[config.mk]
export PLATFORM = sky130hd
export DESIGN_NAME = day_counter
export DESIGN_NICKNAME = d
export VERILOG_FILES = /design/src/rtl/cal_pkg.sv /design/src/rtl/days_in_month.sv /design/src/rtl/day_counter.sv
export SDC_FILE = /design/constraint.sdc
export NUM_CORES = 1
export LEC_CHECK = 0
export ABC_AREA = 1
export CORE_MARGIN = 4
export CORE_UTILIZATION = 54
export CTS_CLUSTER_DIAMETER = 100
export DETAILED_ROUTE_END_ITERATION = 12
export PLACE_DENSITY = 0.93
export SETUP_SLACK_MARGIN = 0.3
export SLEW_MARGIN = 20
export SYNTH_ARGS = -nofsm -noshare
export SYNTH_HDL_FRONTEND = slang
export SYNTH_SLANG_ARGS = --single-unit
[constraint.sdc]
create_clock -name clk_1Hz -period 8.85 [get_ports clk_1Hz]
set_input_delay 1.3275 -clock clk_1Hz [delete_from_list [all_inputs] [get_ports clk_1Hz]]
set_output_delay 1.3275 -clock clk_1Hz [all_outputs]
set_load 0.1 [all_outputs]
[src/rtl/cal_pkg.sv]
// Shared calendar-chain definitions: adjust-item codes, month numbers and field widths.
package cal_pkg;

   localparam int unsigned DAY_W   = 5;
   localparam int unsigned MONTH_W = 4;

   localparam logic [2:0] SELECT_IDLE  = 3'b000;
   localparam logic [2:0] SELECT_MIN   = 3'b001;
   localparam logic [2:0] SELECT_HOUR  = 3'b010;
   localparam logic [2:0] SELECT_DAY   = 3'b011;
   localparam logic [2:0] SELECT_MONTH = 3'b100;
   localparam logic [2:0] SELECT_YEAR  = 3'b101;

   localparam logic [MONTH_W-1:0] FEB = 4'd2;
   localparam logic [MONTH_W-1:0] APR = 4'd4;
   localparam logic [MONTH_W-1:0] JUN = 4'd6;
   localparam logic [MONTH_W-1:0] SEP = 4'd9;
   localparam logic [MONTH_W-1:0] NOV = 4'd11;

endpackage

[src/rtl/days_in_month.sv]
// Combinational month length with Gregorian leap-year rule; shared with the setup/display path.
module days_in_month
   import cal_pkg::*;
#(
   parameter int unsigned YEAR_W = 12
) (
   input  logic [MONTH_W-1:0] month_bin,
   input  logic [YEAR_W-1:0]  year_bin,
   output logic [DAY_W-1:0]   max_day
);

   logic w_leap;

   assign w_leap = ((year_bin[1:0] == 2'b00) && ((year_bin % YEAR_W'(100)) != '0))
                || ((year_bin % YEAR_W'(400)) == '0);

   always_comb begin
      max_day = 5'd31;
      unique case (month_bin)
         FEB:                max_day = w_leap ? 5'd29 : 5'd28;
         APR, JUN, SEP, NOV: max_day = 5'd30;
         default:            max_day = 5'd31;
      endcase
   end

endmodule

[src/rtl/day_counter.sv]
// Day-of-month stage: counts hour-stage rollovers, carries into the month stage, manual up/down.
module day_counter
   import cal_pkg::*;
#(
   parameter logic [2:0]  SELECT_DAY = cal_pkg::SELECT_DAY,
   parameter int unsigned YEAR_W     = 12
) (
   input  logic               clk_1Hz,
   input  logic               rst_n,
   input  logic               en_1,
   input  logic               up,
   input  logic               down,
   input  logic [2:0]         select_item,
   input  logic               carry_in,
   input  logic [MONTH_W-1:0] month_bin,
   input  logic [YEAR_W-1:0]  year_bin,
   output logic [DAY_W-1:0]   day_bin,
   output logic [DAY_W-1:0]   max_day,
   output logic               carry_out
);

   logic [DAY_W-1:0] r_day;
   logic             r_carry;
   logic [DAY_W-1:0] w_max_day;

   days_in_month #(
      .YEAR_W (YEAR_W)
   ) u_days_in_month (
      .month_bin (month_bin),
      .year_bin  (year_bin),
      .max_day   (w_max_day)
   );

   // Adjust beats count beats clamp; ">=" / "<=" keep an out-of-range day self-correcting.
   always_ff @(posedge clk_1Hz or negedge rst_n) begin
      if (!rst_n) begin
         r_day   <= 5'd1;
         r_carry <= 1'b0;
      end else begin
         r_carry <= 1'b0;
         if (select_item == SELECT_DAY) begin
            if (up) begin
               r_day <= (r_day >= w_max_day) ? 5'd1 : r_day + 5'd1;
            end else if (down) begin
               r_day <= (r_day <= 5'd1) ? w_max_day : r_day - 5'd1;
            end
         end else if (en_1 && carry_in) begin
            if (r_day >= w_max_day) begin
               r_day   <= 5'd1;
               r_carry <= 1'b1;
            end else begin
               r_day <= r_day + 5'd1;
            end
         end else if (r_day > w_max_day) begin
            r_day <= w_max_day;
         end
      end
   end

   assign day_bin   = r_day;
   assign carry_out = r_carry;
   assign max_day   = w_max_day;

endmodule
## Yosys cells after proc, flatten, opt, wreduce, memory -nomap -nowiden

Cells that the tools add are included.
Widths: inputs -> output; s select.

- Output and inout port bits: 11
- Logic and storage cells: 37
- Flip-flop bits (word level): 6
- Input bits: 25

- Muxes and demuxes: 12
- Add/sub/neg operators: 2
- Reduce and logical (&&, ||, !) cells: 9
- Order comparisons: 3
- Div/mod/pow operators: 2
- Equal/unequal tests: 7

Operator list:

| kind | count |
|---|---|
| $mux 5 | 7 |
| $logic_not 12->1 | 1 |
| $mod 12x7->12 const B | 1 |
| $mod 12x9->12 const B | 1 |
| $reduce_bool 12->1 | 1 |
| $pmux 5 s2 | 1 |
| $eq 4x3->1 const B | 2 |
| $eq 4x4->1 const B | 2 |
| $add 5x1->5 const B | 1 |
| $ge 5x5->1 | 1 |
| $gt 5x5->1 | 1 |
| $le 5x1->1 const B | 1 |
| $sub 5x1->5 const B | 1 |
| $eq 4x2->1 const B | 1 |
| $mux 1 | 4 |
| $reduce_or 4->1 | 1 |
| $eq 3x2->1 const B | 1 |
| $ne 3x3->1 const B | 1 |
| $reduce_bool 3->1 | 1 |
| $logic_and 1x1->1 | 2 |
| $logic_not 2->1 | 1 |
| $reduce_and 2->1 | 1 |
| $logic_or 1x1->1 | 1 |

## Logic depth before layout (Yosys ltp)

Gate-level depths: netlist of run 1.

- Depth in word-level cells: 10
- Depth in mapped cells: 43
- Gate-level depth less buffers: 43

## By module

From an unflattened synthesis of run 1, not the netlist that was laid out.

- Cell total of the unflattened synthesis: 319
- Area, all modules: 1,771.7 µm²

By module, submodules not included:

| module | area an instance (µm²) | seq. area each (µm²) | cells an instance | instances |
|---|---|---|---|---|
| day_counter | 914.6 | 151.4 | 149 | 1 |
| days_in_month | 857.1 | 0.0 | 170 | 1 |

## Worst setup path after synthesis of run 1

OpenSTA, ideal clock, no wires.

- Path kind: input -> output
- Start: input port year_bin[8]
- End: output port max_day[0]
- Path slack: 3,683 ps
- Arrival: 3,840 ps
- Path buffers: 0
- Required time: 7,523 ps
- Stages on the path: 26
- Cells stage by stage: nor2_1 -> nand2_1 -> nand2_2 -> nand2_2 -> nand3b_4 -> a21boi_2 -> inv_2 -> o21ai_1 -> nand2_1 -> nor2_2 -> nand2_2 -> nand2_2 -> nand2_1 -> nand2_2 -> nor2_2 -> nand2_2 -> nand2_2 -> nand2_1 -> nand2_2 -> nor2_2 -> nand3_1 -> nand3_1 -> nand2_1 -> nand2_1 -> nand2_1 -> nand2_2

- Word-level cells in the longest chain between the ends: 6
- Elaborated cells between the ends (all ways): 8
- Classes of those cells: div: 2; mux: 2; reduce/logical: 4

RTL lines:

| item | RTL line | source |
|---|---|---|
| from (decl) | day_counter.sv:16 | `input logic [YEAR_W-1:0] year_bin,` |
| $mod 12x7->12 | days_in_month.sv:14 | `assign w_leap = ((year_bin[1:0] == 2'b00) && ((year_bin % YEAR_W'(100)) != '0))` |
| $reduce_bool 12->1 | days_in_month.sv:14 |  |
| $logic_and 1x1->1 | days_in_month.sv:14 |  |
| $logic_or 1x1->1 (*) | days_in_month.sv:15 | `\|\| ((year_bin % YEAR_W'(400)) == '0);` |
| $mux 1 (*) | days_in_month.sv:20 | `FEB: max_day = w_leap ? 5'd29 : 5'd28;` |
| $pmux 5 s2 (*) | days_in_month.sv:19 | `unique case (month_bin)` |
| to (decl) | day_counter.sv:18 | `output logic [DAY_W-1:0] max_day,` |

Every way passes the cells marked *; elsewhere a longest branch is shown, timed or not.

## Worst setup path in the final report of run 1

- Start: input port year_bin[11]
- End: output port max_day[0]

Same word-level chain as after synthesis.

==> results of run 1 <==
cells in the mapped netlist (2+ instances only):
cell      instances
nand2_1          66
inv_1            47
nand3_1          30
nor2_1           20
nand2_2          19
o21ai_0          11
nand4_1           7
xor2_1            7
a21oi_1           6
dfrtp_1           5
ha_1              5
inv_2             4
nor2_2            4
nor3_1            4
buf_4             3
nand3_2           3
o21ai_1           3
a32oi_1           2
nand2_4           2
o211ai_1          2
or2_2             2
worst max-delay path, delay by kind of cell:
kind,cells,cell delay (ns)
buf+inv,5,1.89
compound gates,2,0.39
simple gates,23,1.85
sequential cells by signal, indices dropped and copies added, names as in the netlist:
signal     count
day_bin        5
carry_out      1
cell usage in the layout (no fill, tap or decap), types with 2 or more instances in the layout:
cell type | Yosys | routed
o211ai_1 | 2 | 2
xor2_1 | 7 | 7
nor2_1 | 20 | 20
or2_2 | 2 | 2
ha_1 | 5 | 5
o21ai_1 | 3 | 3
clkbuf_4 | 0 | 3
nand3_1 | 30 | 30
a21oi_1 | 6 | 6
inv_2 | 4 | 4
nand4_1 | 7 | 7
o21ai_0 | 11 | 11
nand2_1 | 66 | 66
conb_1 | 1 | 3
clkdlybuf4s50_1 | 0 | 32
dfrtp_1 | 5 | 5
nand2_4 | 2 | 2
nand2_2 | 19 | 19
nor2_2 | 4 | 4
nor3_1 | 4 | 4
inv_1 | 47 | 47
a32oi_1 | 2 | 2
nand3_2 | 3 | 3
how the worst max path moves through the flow:
stage,to,cells past startpoint
2_1_floorplan,max_day[0],26
3_3_place_gp,max_day[0],28
3_5_place_dp,max_day[0],30
4_1_cts,max_day[0],30
5_1_grt,max_day[0],30
6_report,max_day[0],30
report_power, final:
| part | switching, mW | internal (mW) |
|---|---|---|
| Combinational | 0.241 | 0.108 |
| Sequential | 0.0199 | 0.0412 |
| Clock | 0.0107 | 0.0171 |
| Total | 0.272 | 0.166 |
routing by layer:
layer  vias to the layer above  routed length, um
li1                        909                  -
met1                       728               1600
met2                        26               1660
met3                         0                119
met4                         0                  0
met5                         -                  0
logic make-up after synthesis:
logic type	synth area share (%)
simple gates	53.9
buf+inv	14.7
compound gates	12.5
xor+xnor	4.15
flops	10.3
fa+ha+maj	4.24
other cells	0.254
cell type report:
type / count / area (um2) / share of cell area (%)
multi-input cells: 205 / 1110 / 60.5
repair buffers: 32 / 320 / 17.4
inverters: 51 / 191 / 10.4
flip-flops and latches: 6 / 151 / 8.22
well taps: 30 / 37.5 / 2.04
clock buffers: 4 / 26.3 / 1.43
metrics by stage:
stage,util [%],setup slack [ns]
after global routing,72.4,1.59
after floorplan,-,3.68
after detailed placement,71.3,2.05
after CTS,72.4,2.04
after global placement,71.3,2.10
final,72.4,2.05
==> flow_metrics.env, run 1 <==
export IMPL_antenna_found_initial=0
export IMPL_min_delay_start="day_bin[0]"
export IMPL_drc=0
export IMPL_setup_viol=0
export IMPL_synth_enable_flop_cells=0
export IMPL_grt_overflow=0
export IMPL_whs_endpoint="day_bin[0]"
export IMPL_grt_use_total_pct=19.3
export IMPL_grt_pass1_vias=1446
export IMPL_r2r_start="day_bin[0]"
export IMPL_rows=18
export IMPL_placedInstanceArea_um2=1820
export IMPL_fin_area_um2=1840
export IMPL_synth_area_um2=1480
export IMPL_io_buffer_count=32
export IMPL_ir_drop_mv=0.358
export IMPL_cts_root_buf="clkbuf_4"
export IMPL_cts_tree="yes"
export IMPL_critPathLaunchType="input pin"
export IMPL_cts_setup_buffers=0
export IMPL_cp_required_ns=7.52
export IMPL_worstSetupStartpoint="year_bin[11]"
export IMPL_reg2reg_to="day_bin[1]"
export IMPL_worstSetupPathType="in2out"
export IMPL_ctsResizeCount=0
export IMPL_die_h_um=60.3
export IMPL_place_hpwl_um=2940
export IMPL_die_w_um=60.3
export IMPL_routabilityCongestion=0.865
export IMPL_drive_gt1_share_pct=14.8
export IMPL_fin_tns_setup_ns=0
export IMPL_hold_viol=0
export IMPL_outcome="finished clean"
export IMPL_ys_flop_type="dfrtp_1"
export IMPL_reg2reg_slack_ns=6.67
export IMPL_slew_violations=0
export IMPL_ios=36
export IMPL_synth_area_leaders="nand2_1 17%, inv_1 12%, nand3_1 10%"
export IMPL_wl_um=3380
export IMPL_nNetsFinal=329
export IMPL_ys_seq_area_share_pct=10.3
export IMPL_min_path_type="reg2reg"
export IMPL_drt_iter0_markers=79
export IMPL_crit_path_end_kind="output port"
export IMPL_power_leakage_nw=1.00
export IMPL_clk_latency_ns=0.25
export IMPL_drv_cap=0
export IMPL_layout_min_cycle_time_ns=6.80
export IMPL_gr_usage_met2_pct=34.0
export IMPL_nFillCells=215
export IMPL_critPathSlowestCell="clkdlybuf4s50_1"
export IMPL_holdBufCountCts=0
export IMPL_antenna_cells=0
export IMPL_initial_core_util_pct=58.0
export IMPL_slowest_delay_ns=1.14
export IMPL_cp_max_fo=7
export IMPL_cts_made_buffers=3
export IMPL_syn2layout_area_growth_pct=24.7
export IMPL_grtUsageMet1_pct=25.8
export IMPL_grt_max_degree=11
export IMPL_worst_r2r_path_depth=9
export IMPL_grt_use_met3_pct=3.02
export IMPL_hold_ws_ns=0.598
export IMPL_yosys_cell_types_count=33
export IMPL_firstDrtPassIters=4
export IMPL_yosysTopAreaCellShare_pct=16.8
export IMPL_yosys_area_top_type="nand2_1"
export IMPL_core_area_um2=2540
export IMPL_ys_seq_elements=6
export IMPL_postSynthAreaPerCell_um2=5.59
export IMPL_routedWlPerCell_um=10.3
export IMPL_place_inst=324
export IMPL_power_per_cell_area_nw_per_um2=238
export IMPL_die_area_um2=3630
export IMPL_critical_path_arrival_ns=5.48
export IMPL_clock_skew_ns=0.00286
export IMPL_async_reset_ff_share_pct=100
export IMPL_rsz0062_at_grt="no"
export IMPL_path_clk_slew_ns=0.04
export IMPL_finalPower_uw=438
export IMPL_clock_sinks=6
export IMPL_clockBufferDepth=2
export IMPL_ys_warn_count=0
export IMPL_post_drt_via_cell_ratio=5.07
export IMPL_hold_depth=2
export IMPL_synth_cells=264
export IMPL_top_usage_layer="met2"
export IMPL_grt_pass1_wl_um=5690
export IMPL_layoutNonFillerInstCount=328
export IMPL_fin_crit_sh_pct=76.9
export IMPL_fmax_ghz=0.147
export IMPL_worst_pin_slew_ns=0.973
export IMPL_route_vias_total=1663
export IMPL_ant_nets=0
export IMPL_slew_headroom_pct=34.9
export IMPL_cts_htree_levels=1
Note: power is estimated with default switching activity, not from simulation.
==> inputs of run 2 (changes only) <==
Settings changed: CORE_UTILIZATION 54 to 46, PLACE_DENSITY 0.93 to 0.85.
Clock period 8.85 ns to 6.2 ns, I/O delays scaled along.
==> flow_metrics.env, run 2 (synthesis gave the netlist of run 1 again) <==
export IMPL_outcome="finished clean"
export IMPL_r2r_start="day_bin[0]"
export IMPL_cts_tree="yes"
export IMPL_ant_nets=0
export IMPL_fmax_ghz=0.194
export IMPL_critPathLaunchType="input pin"
export IMPL_final_cell_mix="66 x nand2_1, 47 x inv_1, 31 x clkdlybuf4s50_1"
export IMPL_firstDrtPassIters=4
export IMPL_ios=36
export IMPL_rsz0062_at_grt="no"
export IMPL_slew_violations=0
export IMPL_routabilityCongestion=0.905
export IMPL_ctsResizeCount=0
export IMPL_post_drt_via_cell_ratio=4.82
export IMPL_core_area_um2=3050
export IMPL_cp_max_fo=7
export IMPL_die_h_um=64.7
export IMPL_largest_register_ffs=5
export IMPL_io_buffer_count=32
export IMPL_seq_area_um2=151
export IMPL_clockBufferDepth=2
export IMPL_switchingPower_uw=388
export IMPL_path_clk_slew_ns=0.04
export IMPL_ir_drop_mv=0.167
export IMPL_min_delay_start="day_bin[0]"
export IMPL_hold_viol=0
export IMPL_antenna_cells=0
export IMPL_worstSetupPathType="in2out"
export IMPL_wl_um=3210
export IMPL_drt_iter0_markers=126
export IMPL_rows=20
export IMPL_grt_max_degree=11
export IMPL_grt_pass1_vias=1336
export IMPL_die_area_um2=4180
export IMPL_fin_crit_sh_pct=83.2
export IMPL_fin_tns_setup_ns=0
export IMPL_critical_path_arrival_ns=4.23
export IMPL_p_seq_share_pct=14.1
export IMPL_initial_core_util_pct=48.4
export IMPL_drc=0
export IMPL_cp_common_cell="nand2_2"
export IMPL_holdBufCountCts=0
export IMPL_cts_root_buf="clkbuf_4"
export IMPL_layout_min_cycle_time_ns=5.16
export IMPL_route_vias_total=1650
export IMPL_drive_gt1_share_pct=15.1
export IMPL_final_common_cell="nand2_1"
export IMPL_clk_latency_ns=0.26
export IMPL_fin_area_um2=1860
export IMPL_grt_pass1_wl_um=5520
export IMPL_min_path_type="reg2reg"
export IMPL_clock_skew_ns=0.00963
export IMPL_routedWlPerCell_um=9.37
export IMPL_power_leakage_nw=1.01
export IMPL_grt_overflow=0
export IMPL_die_w_um=64.7
export IMPL_slowest_delay_ns=0.55
export IMPL_syn2layout_area_growth_pct=25.8
export IMPL_power_clock_fraction_pct=6.6
export IMPL_setup_viol=0
export IMPL_grt_use_total_pct=15.7
export IMPL_whs_endpoint="day_bin[0]"
export IMPL_reg2reg_to="day_bin[2]"
export IMPL_place_hpwl_um=2810
export IMPL_reg2reg_slack_ns=4.02
export IMPL_cts_made_buffers=3
export IMPL_critPathSlowestCell="clkdlybuf4s50_1"
export IMPL_nNetsFinal=329
export IMPL_drv_cap=0
export IMPL_swShare_pct=62.1
export IMPL_hold_depth=2
export IMPL_slew_headroom_pct=35.4
export IMPL_worst_r2r_path_depth=11
export IMPL_worst_pin_slew_ns=0.966
export IMPL_nFillCells=292
export IMPL_intPower_uw=237
export IMPL_pwr_share_comb_pct=79.4
export IMPL_crit_path_end_kind="output port"
export IMPL_cp_required_ns=5.27
export IMPL_multi_input_area_um2=1110
export IMPL_cts_htree_levels=1
export IMPL_power_per_cell_area_nw_per_um2=337
export IMPL_clock_sinks=6
export IMPL_cts_setup_buffers=0
export IMPL_placedInstanceArea_um2=1830
export IMPL_antenna_found_initial=0
-- run 2: per-stage QoR --
step	hold WS (ns)	power [mW]	worst slack (ns)	utilization, %	cells
floorplan	0.634	0.480	1.49	-	266
global placement	0.584	0.576	0.895	60.0	338
detailed placement	0.576	0.583	0.871	60.0	338
CTS	0.582	0.627	1.02	60.8	342
global route	0.609	0.688	0.558	60.8	342
finish	0.586	0.625	1.04	60.8	342
-- run 2: worst max path at each step --
stage	startpoint	to	slack (ns)	depth (start not counted)
after detailed placement	year_bin[11]	day_bin[2]	0.87	40
after global routing	year_bin[11]	day_bin[2]	0.56	39
after floorplan	year_bin[8]	day_bin[1]	1.49	35
after global placement	year_bin[11]	day_bin[4]	0.90	36
after CTS	year_bin[11]	max_day[0]	1.02	30
final	year_bin[11]	max_day[0]	1.04	30
-- run 2: power by group through the flow --
stage | Sequential [mW] | Combinational (mW) | Clock (mW)
after detailed placement | 0.0881 | 0.495 | 0
after global placement | 0.0882 | 0.488 | 0
final | 0.0879 | 0.496 | 0.0412
after global routing | 0.0913 | 0.550 | 0.0470
after floorplan | 0.199 | 0.281 | 0
after CTS | 0.0873 | 0.497 | 0.0427
-- run 2: per-layer routing --
layer	GRT usage (%)	wire length, um	vias up
met3	2.95	185	0
met4	0.792	0	0
li1	-	-	905
met1	20.5	1450	693
met5	0	0	-
met2	28.0	1570	52
-- run 2: area by class of cell --
class	instances	area share, %
well taps	44	2.96
repair buffers	32	17.1
multi-input cells	205	60.0
inverters	51	10.3
clock buffers	4	1.42
flip-flops and latches	6	8.15
-- run 2: worst max-delay path, delay by kind of cell --
family                 cells  cell delay [ns]
buffers and inverters      3             0.91
AOI/OAI and AO/OA          1             0.24
and+or+nand+nor           26             2.13
==> inputs of run 3 (changes only) <==
Settings changed: CORE_UTILIZATION 46 to 50, PLACE_DENSITY 0.85 to 0.88.
Clock period 6.2 ns to 5.4 ns, I/O delays scaled along.
==> flow_metrics.env, run 3 (synthesis gave the netlist of run 1 again) <==
export IMPL_firstDrtPassIters=4
export IMPL_cts_htree_levels=1
export IMPL_reg2reg_slack_ns=3.44
export IMPL_layout_min_cycle_time_ns=4.77
export IMPL_crit_path_end_kind="output port"
export IMPL_nFillCells=251
export IMPL_drc=0
export IMPL_routabilityCongestion=0.857
export IMPL_ios=36
export IMPL_hold_ws_ns=0.590
export IMPL_fmax_ghz=0.210
export IMPL_min_path_type="reg2reg"
export IMPL_final_cell_mix="65 x nand2_1, 47 x inv_1, 30 x nand3_1"
export IMPL_cts_made_buffers=3
export IMPL_p_seq_share_pct=13.6
export IMPL_io_buffer_count=32
export IMPL_grt_use_total_pct=17.3
export IMPL_met2_wirelength_um=1720
export IMPL_die_area_um2=3890
export IMPL_r2r_start="day_bin[0]"
export IMPL_syn2layout_area_growth_pct=29.9
export IMPL_setup_viol=0
export IMPL_rsz0062_at_grt="no"
export IMPL_route_vias_total=1699
export IMPL_worstSetupStartpoint="year_bin[9]"
export IMPL_grt_pass1_vias=1492
export IMPL_cts_root_buf="clkbuf_4"
export IMPL_pwr_share_comb_pct=79.8
export IMPL_die_h_um=62.3
export IMPL_holdBufCountCts=0
export IMPL_drt_met1_wl_um=1620
export IMPL_power_clock_fraction_pct=6.6
export IMPL_clock_sinks=6
export IMPL_antenna_cells=0
export IMPL_post_drt_via_cell_ratio=5.12
export IMPL_fin_crit_sh_pct=88.4
export IMPL_ant_nets=0
export IMPL_largest_register_ffs=5
export IMPL_min_delay_start="day_bin[0]"
export IMPL_route_met3_wl_um=143
export IMPL_place_hpwl_um=2820
export IMPL_grt_overflow=0
export IMPL_slew_violations=0
export IMPL_slowest_delay_ns=0.48
export IMPL_rows=19
export IMPL_dr_max_layer_used="met4"
export IMPL_path_clk_slew_ns=0.04
export IMPL_clock_skew_ns=0.00680
export IMPL_cp_required_ns=4.59
export IMPL_final_common_cell="nand2_1"
export IMPL_cp_max_fo=5
export IMPL_fin_tns_setup_ns=0
export IMPL_worst_pin_slew_ns=0.970
export IMPL_layoutNonFillerInstCount=332
export IMPL_wl_um=3500
export IMPL_grt_max_degree=11
export IMPL_clockBufferDepth=2
export IMPL_critPathLaunchType="input pin"
export IMPL_slew_headroom_pct=35.1
export IMPL_critPathSlowestCell="clkdlybuf4s50_1"
export IMPL_routedWlPerCell_um=10.6
export IMPL_place_inst=326
export IMPL_worstSetupPathType="in2out"
export IMPL_core_area_um2=2780
export IMPL_grt_pass1_wl_um=5870
export IMPL_nNetsFinal=332
export IMPL_ir_drop_mv=0.481
export IMPL_cp_common_cell="nand2_2"
export IMPL_drv_cap=0
export IMPL_die_w_um=62.3
export IMPL_clk_latency_ns=0.27
export IMPL_switchingPower_uw=460
export IMPL_swShare_pct=61.9
export IMPL_antenna_found_initial=0
export IMPL_drt_iter0_markers=72
export IMPL_power_per_cell_area_nw_per_um2=387
export IMPL_critical_path_arrival_ns=3.96
export IMPL_cts_tree="yes"
export IMPL_drive_gt1_share_pct=18.6
export IMPL_power_leakage_nw=1.07
export IMPL_initial_core_util_pct=53.1
export IMPL_outcome="finished clean"
export IMPL_intPower_uw=283
export IMPL_hold_viol=0
[run 3: changes by cell type in the layout (fill, tap and decap cells not counted), moves of 2 or more]
cell             delta
a21oi_2             +2
nor2_1              -3
dlymetal6s2s_1      +4
nor2_2              +3
a21oi_1             -2
o21ai_0             -2
clkdlybuf4s50_1     -4
buf_4               +2
[run 3: power groups by stage]
stage	clock network, mW	registers, mW	logic [mW]
2_1_floorplan	0	0.229	0.323
3_3_place_gp	0	0.101	0.564
3_5_place_dp	0	0.101	0.573
4_1_cts	0.0511	0.100	0.575
5_1_grt	0.0539	0.105	0.650
6_report	0.0492	0.101	0.593
[run 3: worst max-delay path, delay by kind of cell]
kind	cells	cell delay, ns
AND/OR/NAND/NOR	25	2.40
buffers and inverters	4	0.77
[run 3: final timing paths]
check / end / cells past startpoint
min in group asynchronous: day_bin[4] / 1
max reg2reg: day_bin[0] / 9
max: max_day[0] / 29
min: day_bin[0] / 2
min reg2reg: day_bin[0] / 2
max in group asynchronous: day_bin[0] / 1
[run 3: per-stage QoR]
stage | power (mW) | utilization [%] | instance area (um2) | setup slack, ns
finish | 0.743 | 69.0 | 1920 | 0.629
global route | 0.809 | 69.0 | 1920 | 0.302
CTS | 0.726 | 66.9 | 1860 | 0.429
detailed placement | 0.674 | 65.9 | 1830 | 0.157
global placement | 0.665 | 65.9 | 1830 | 0.210
floorplan | 0.552 | - | 1480 | 0.813
[run 3: what timing repair did]
item / CTS / global route
resized for setup: 0 / 15
setup endpoints to repair: 0 / 6
setup buffers: 0 / 2
[run 3: area by class of cell]
type	instances	area [um2]	area share (%)
clock buffers	4	26.3	1.37
inverters	51	191	9.98
multi-input cells	205	1150	59.8
flip-flops and latches	6	151	7.89
well taps	31	38.8	2.02
repair buffers	35	363	18.9
[run 3: metal layers]
metal / up-vias / global-route usage [%]
li1: 912 / -
met1: 749 / 21.8
met2: 34 / 29.9
met3: 4 / 3.60
met4: 0 / 3.98
met5: - / 0
